File: src/rtl/mul_ctrl.sv
// mul_ctrl: HI/LO owner that sequences a multicycle combinational multiplier
// and folds in the unsigned correction for MULTU.
module mul_ctrl #(
   parameter int MUL_CYCLES = 2,
   parameter int CNT_W      = 4
) (
   input  logic        clk,
   input  logic        reset,
   input  logic        start,
   input  logic        op_signed,
   input  logic [31:0] a,
   input  logic [31:0] b,
   input  logic        mthi,
   input  logic        mtlo,
   input  logic [31:0] wdata,
   output logic [31:0] mul_a,
   output logic [31:0] mul_b,
   input  logic [63:0] mul_z,
   output logic        busy,
   output logic        done,
   output logic [31:0] hi,
   output logic [31:0] lo
);
   typedef enum logic {IDLE, CALC} state_t;
   state_t state, state_n;
   logic [CNT_W-1:0] cnt;
   logic sgn, accept, finish, wr_hi, wr_lo;
   logic [63:0] prod;
   always_ff @(posedge clk)
      state <= !reset ? IDLE : state_n;
   always_comb
      state_n = (state == IDLE) ? (start ? CALC : IDLE) : (cnt == '0 ? IDLE : CALC);
   // Signed product plus the two-complement fix-ups turns it into the unsigned product
   always_comb begin
      accept = state == IDLE && start;
      finish = state == CALC && cnt == '0;
      wr_hi  = state == IDLE && !start && mthi;
      wr_lo  = state == IDLE && !start && mtlo;
      prod   = mul_z + (sgn ? 64'd0 : {(mul_b[31] ? mul_a : 32'd0), 32'd0}
                                    + {(mul_a[31] ? mul_b : 32'd0), 32'd0});
   end
   always_ff @(posedge clk)
      if (!reset) begin
         mul_a <= '0;
         mul_b <= '0;
         sgn   <= 1'b0;
         cnt   <= '0;
         busy  <= 1'b0;
         done  <= 1'b0;
         hi    <= '0;
         lo    <= '0;
      end else begin
         done <= finish;
         if (accept) begin
            mul_a <= a;
            mul_b <= b;
            sgn   <= op_signed;
            cnt   <= CNT_W'(MUL_CYCLES - 1);
            busy  <= 1'b1;
         end else if (finish)
            busy <= 1'b0;
         else if (state == CALC)
            cnt <= cnt - CNT_W'(1);
         if (finish)
            {hi, lo} <= prod;
         else begin
            if (wr_hi) hi <= wdata;
            if (wr_lo) lo <= wdata;
         end
      end
endmodule

File: config.mk
export PLATFORM = sky130hd
export DESIGN_NAME = mul_ctrl
export DESIGN_NICKNAME = d
export VERILOG_FILES = /design/src/rtl/mul_ctrl.sv
export SDC_FILE = /design/constraint.sdc
export NUM_CORES = 1
export LEC_CHECK = 0
export BUFFER_PORTS_ARGS = -buffer_cell sky130_fd_sc_hd__buf_2
export CORE_UTILIZATION = 57
export CTS_BUF_LIST = sky130_fd_sc_hd__clkbuf_4 sky130_fd_sc_hd__clkbuf_8
export CTS_CLUSTER_SIZE = 40
export DETAILED_ROUTE_END_ITERATION = 16
export GPL_ROUTABILITY_DRIVEN = 1
export PLACE_DENSITY = 0.89
export SYNTH_ARGS = -nofsm -noshare
export SYNTH_HDL_FRONTEND = slang
export SYNTH_SLANG_ARGS = --single-unit
File: constraint.sdc
create_clock -name clk -period 13.2 [get_ports clk]
set_input_delay 2.64 -clock clk [delete_from_list [all_inputs] [get_ports clk]]
set_output_delay 2.64 -clock clk [all_outputs]
set_load 0.01 [all_outputs]
-- Word level (Yosys, flattened, before mapping)
Index checks and enable logic that the tools add are counted.
- add/sub/neg operators: 3
- equality and inequality tests: 1
- muxes and demuxes: 15
- bitwise logic cells: 3
- reduce and logical (&&, ||, !) cells: 14
- operators with widths (cell ; count):
    32-bit 2-to-1 mux ; 6
    64-bit adder ; 2
    64-bit 2-to-1 mux ; 1
    1-bit 2-to-1 mux ; 8
    2-bit nonzero test ; 4
    1-bit logical AND ; 5
    4-bit zero test ; 1
    2-bit AND reduction ; 2
    4-bit by 1-bit subtractor with 4-bit output, second input constant ; 1
    1-bit inverter ; 3
    2-bit != test, second input constant ; 1
    2-bit OR reduction ; 1
    1-bit zero test ; 1
- register bits: 136
- input bits: 166
- output and inout bits: 130
- word-level logic and storage cells: 46

-- Logic depth before layout (Yosys ltp)
- word-level depth: 5
- gate-level depth with buffers: 24
- depth with buffers taken out: 23

-- Worst setup path after synthesis
Ideal clock, no wire load.
- path kind: in2reg
- start: in mul_z[45]
- end: reg hi[28]
- library setup time: 0.130 ns
- arrival time: 4.646 ns
- required time: 13.070 ns
- slack: 8.424 ns
- cell stages on the path: 11
- path buffers: 1
- path through: ha_1 clkbuf_1 a21oi_1 o211ai_1 a221oi_2 nor3b_2 a21oi_1 a221oi_1 o21ai_0 xnor2_1 o22ai_1
- word-level cells in the longest chain between the ends: 2
- ends and longest elaborated chain (item ; RTL line ; RTL):
    start: declaration ; 18 ; input logic [63:0] mul_z,
    64-bit adder ; 39 ; prod = mul_z + (sgn ? 64'd0 : {(mul_b[31] ? mul_a : 32'd0), 32'd0}
    32-bit 2-to-1 mux ; 64 ; if (finish)
    end signal: assignment ; 65 ; {hi, lo} <= prod;
    end signal: assignment ; 67 ; if (wr_hi) hi <= wdata;
    end: declaration ; 21 ; output logic [31:0] hi,
Every way passes these cells.
A chain may end at the register's enable or synchronous reset.

-- Worst setup path after layout
- start: reg mul_a[31]
- end: reg hi[31]
- word-level cells in the longest chain between the ends: 5
- ends and longest elaborated chain (item ; RTL line ; RTL):
    start: declaration ; 16 ; output logic [31:0] mul_a,
    start signal: assignment ; 44 ; mul_a <= '0;
    start signal: assignment ; 55 ; mul_a <= a;
    32-bit 2-to-1 mux (on tied branches) ; 40, 39 ;
    64-bit adder * ; 40 ; + {(mul_a[31] ? mul_b : 32'd0), 32'd0});
    64-bit 2-to-1 mux * ; 39 ;
    64-bit adder * ; 39 ;
    32-bit 2-to-1 mux * ; 64 ;
Every way passes the cells marked *; elsewhere a longest branch is shown, timed or not.

==> key figures <==
Run status
  – Status: completed

Pwr
  – Clk network pwr share: approximately 35%
  – Register share of total power: 43.4%
  – Sw Share: about a third
  – Peak supply drop: 0.0000677 V
  – Power density over the cells: 102 nW/µm²
  – Comb power frac: 22.2%
  – Switch Pwr: 351 µW
  – Lkg Pwr: 0.00523 µW
  – Int Power: 736 µW

Clock network
  – Root Buffer Master: clkbuf_8
  – CTS Hold Bufs: 0
  – Cts bufs inserted: 17
  – # resized after CTS: 0
  – CTS tree: yes
  – Clock Path Buffers: 2
  – Clk slew on worst S/H paths: 0.09 ns
  – Clk sinks: 136
  – Skew-Pair Late Insertion Delay: 0.46 ns
  – Post-CTS Setup Inserts: 0
  – H-tree level count: 4

Die
  – Core area: 14800 µm²
  – Chip width: between 100 and 150 µm
  – Die height: 126 µm
  – Die ar.: 15800 µm²
  – Ports: 296
  – Initial Util: 59.2%
  – Num rows: between 40 and 50

Setup path
  – Crit-path leading delay family: compound AO/OA/AOI/OAI gates
  – Critical path class: reg2reg
  – CP Cell Sequence: and2_1, ha_1, nor2b_4, o31a_1, o31a_1, a221oi_2, o211a_4, o21ai_0, a211oi_1, nor3_1, ha_1, a21oi_1, o21bai_1, a21o_1, a31oi_1, o31a_1, o41ai_2, a211oi_1, xnor3_1, o22ai_1
  – CP Capture Type: flop
  – Most common cell type on the critical path: o31a_1
  – CP arrival: 5.74 ns
  – Crit path launch type: flop
  – Critical path required time: 13.58 ns
  – Buf/Inv on CP: 0
  – Slowest-stage cell, CP: dfxtp_1
  – Critical Path Fanout Max: 33
  – FF-to-FF setup slack: ~7.8 ns
  – Worst path max stage delay: 0.85 ns

Synth
  – Syn_area_per_cell: 7.55 µm²
  – Synth area leader: dfxtp_1
  – Ranking of synthesized cells by area: dfxtp_1, nand2_1, ha_1
  – Syn Nets: 1388
  – Synth Register Bits: 136
  – EDFF count, synth: 0
  – Syn Inst Count: 1156
  – Dominant synthesized flop cell: dfxtp_1
  – Sequential area share after synthesis: 31.2%
  – Yosys Warn Count: 0
  – Unique masters post-synth: 72
  – Asr flop ratio synth: 0%
  – Post-Syn Area: 8730 µm²
  – Proportion of netlist area held by the largest area contributor: 31.2%

GRT
  – Vias in the first global route: 8268
  – First-pass GRT wire length: 40500 µm
  – Largest net degree at the start of global routing: 79
  – Initial antenna violation count: 6
  – Total gr overflow: 0
  – Total GRT Usage: 31.6%

Timing
  – Tmin final: 5.36 ns
  – Final hold violation count: 0
  – Achievable clock frequency: 187 MHz
  – Fin Setup TNS: 0 ns
  – RSZ-0062 raised after global routing: no
  – Final setup viols: 0
  – Slew Viols, Final: 0
  – Worst-Margin Slew: 0.821 ns
  – Period Utilization, post-route: approximately two fifths
  – Hold_ws: around 0.47 ns
  – Fin Clk Skew: 0.0131 ns
  – Post-route worst setup slack: 7.84 ns
  – Worst rel slew slack: 45.3%

Place
  – Setup slack after placement: 7.90 ns
  – DP HPWL: just under 20000 µm
  – Port Buffer Count: 295
  – RePlAce Congestion: slightly below 0.9

Drt
  – Drt pass-1 iters: 8
  – DRC: 0
  – Vias per cell: 5.68
  – WL/cell: 15.6 µm
  – DR iter-0 viols: 832
  – WL final: ~25000 µm
  – Post-DRT Antenna Nets: 0
  – Detailed-route via count: approximately 9000

Worst hold path
  – Worst min path class: reg2reg

Cells and area
  – Final Net Count: 1642
  – Fillers: 1165
  – Area growth from synthesis to layout: 22.3%
  – Layout cells sized above 1: 25.8%
  – Multi-input gate area: 5650 µm²
  – Register Area: between 2000 and 3000 µm²

Job
  – Maxcap violations: 0
==> cell usage after synthesis (all sizes together) (5+ instances only) <==
library cell,count
a211oi,12
a21o,22
a21oi,129
a221oi,5
a22oi,22
a311oi,27
a31oi,10
and2,65
and3,6
buf,10
clkbuf,56
dfxtp,136
ha,64
inv,24
nand2,252
nand2b,6
nand3,15
nand4,6
nor2,93
nor2b,11
nor3,18
o211ai,7
o21a,9
o21ai,41
o22ai,7
o31a,5
or2,5
xnor2,27
xor2,19
==> metal layers <==
layer	vias to the layer above	wire length, µm	global-route usage (%)
met5	-	27	0
met4	4	434	10.3
met3	39	1820	6.97
met2	382	11600	52.6
met1	4155	11300	40.5
li1	4564	-	-
==> layout make-up <==
class	instances	share of cell area, %
well taps	184	2.16
repair buffers	303	14.4
clock inverters	15	1.78
diodes	4	0.0938
clock buffers	17	2.19
flip-flops and latches	136	25.5
inverters	25	0.903
multi-input cells	927	53.0
==> power by group through the flow <==
| stage | Combinational, µW | Clock, µW | Sequential, µW |
|---|---|---|---|
| after floorplan | 133 | 0 | 490 |
| after global placement | 236 | 0 | 479 |
| after detailed placement | 239 | 0 | 480 |
| after CTS | 241 | 378 | 471 |
| after global routing | 268 | 396 | 475 |
| final | 241 | 375 | 471 |
==> per-stage QoR <==
stage / total power, µW / utilization [%] / instances / area [µm²]
final: 1090 / 72.3 / 1611 / 10700
after global routing: 1140 / 72.3 / 1608 / 10700
after CTS: 1090 / 72.3 / 1607 / 10700
after detailed placement: 719 / 69.4 / 1575 / 10200
after global placement: 715 / 69.4 / 1575 / 10200
after floorplan: 623 / - / 1156 / 8730
==> flip-flops by register name, summed over array words and instances, names as in the netlist <==
| signal | flops |
|---|---|
| hi | 32 |
| lo | 32 |
| mul_a | 32 |
| mul_b | 32 |
| cnt | 4 |
| busy | 1 |
| done | 1 |
| sgn | 1 |
| state | 1 |
==> cells in the final DEF, fill, tap and decap left out, types with 22 or more instances in the layout <==
cell | netlist | routed
nand2_1 | 252 | 252
o21ai_0 | 39 | 39
inv_1 | 24 | 24
nor2_1 | 93 | 90
buf_2 | 3 | 295
a22oi_1 | 22 | 22
dfxtp_1 | 136 | 136
xnor2_1 | 27 | 27
ha_1 | 64 | 64
a21oi_1 | 126 | 126
a311oi_1 | 27 | 27
and2_1 | 64 | 63
==> worst paths after layout <==
| kind | from | depth (start not counted) | to |
|---|---|---|---|
| hold reg to reg | mul_a[29]$_SDFFE_PN0P_ | 2 | mul_a[29]$_SDFFE_PN0P_ |
| hold / removal | mul_a[29]$_SDFFE_PN0P_ | 2 | mul_a[29]$_SDFFE_PN0P_ |
| setup / recovery | mul_a[31]$_SDFFE_PN0P_ | 20 | hi[31]$_SDFFE_PN0P_ |
| setup reg to reg | mul_a[31]$_SDFFE_PN0P_ | 20 | hi[31]$_SDFFE_PN0P_ |
==> cells by family (layout without fill, tap and decap cells) <==
group,count (synthesis),after routing,share of synthesized area [%]
buf+inv,93,360,4.30
flops,136,136,31.2
other cells,0,4,0
fa+ha+maj,66,66,9.63
xor+xnor,47,47,4.87
mux,3,3,0.358
compound gates,322,322,24.6
simple gates,489,489,25.0
==> worst reg2reg max path, stage by stage, from the launching register on <==
cell and delay, ns:
dfxtp_1 0.85, and2_1 0.24, ha_1 0.27, nor2b_4 0.15, o31a_1 0.28, o31a_1 0.34
a221oi_2 0.44, o211a_4 0.26, o21ai_0 0.07, a211oi_1 0.23, nor3_1 0.08, ha_1 0.37
a21oi_1 0.25, o21bai_1 0.12, a21o_1 0.20, a31oi_1 0.21, o31a_1 0.18, o41ai_2 0.11
a211oi_1 0.25, xnor3_1 0.25, o22ai_1 0.12
Power figures use the tool's default switching activity.
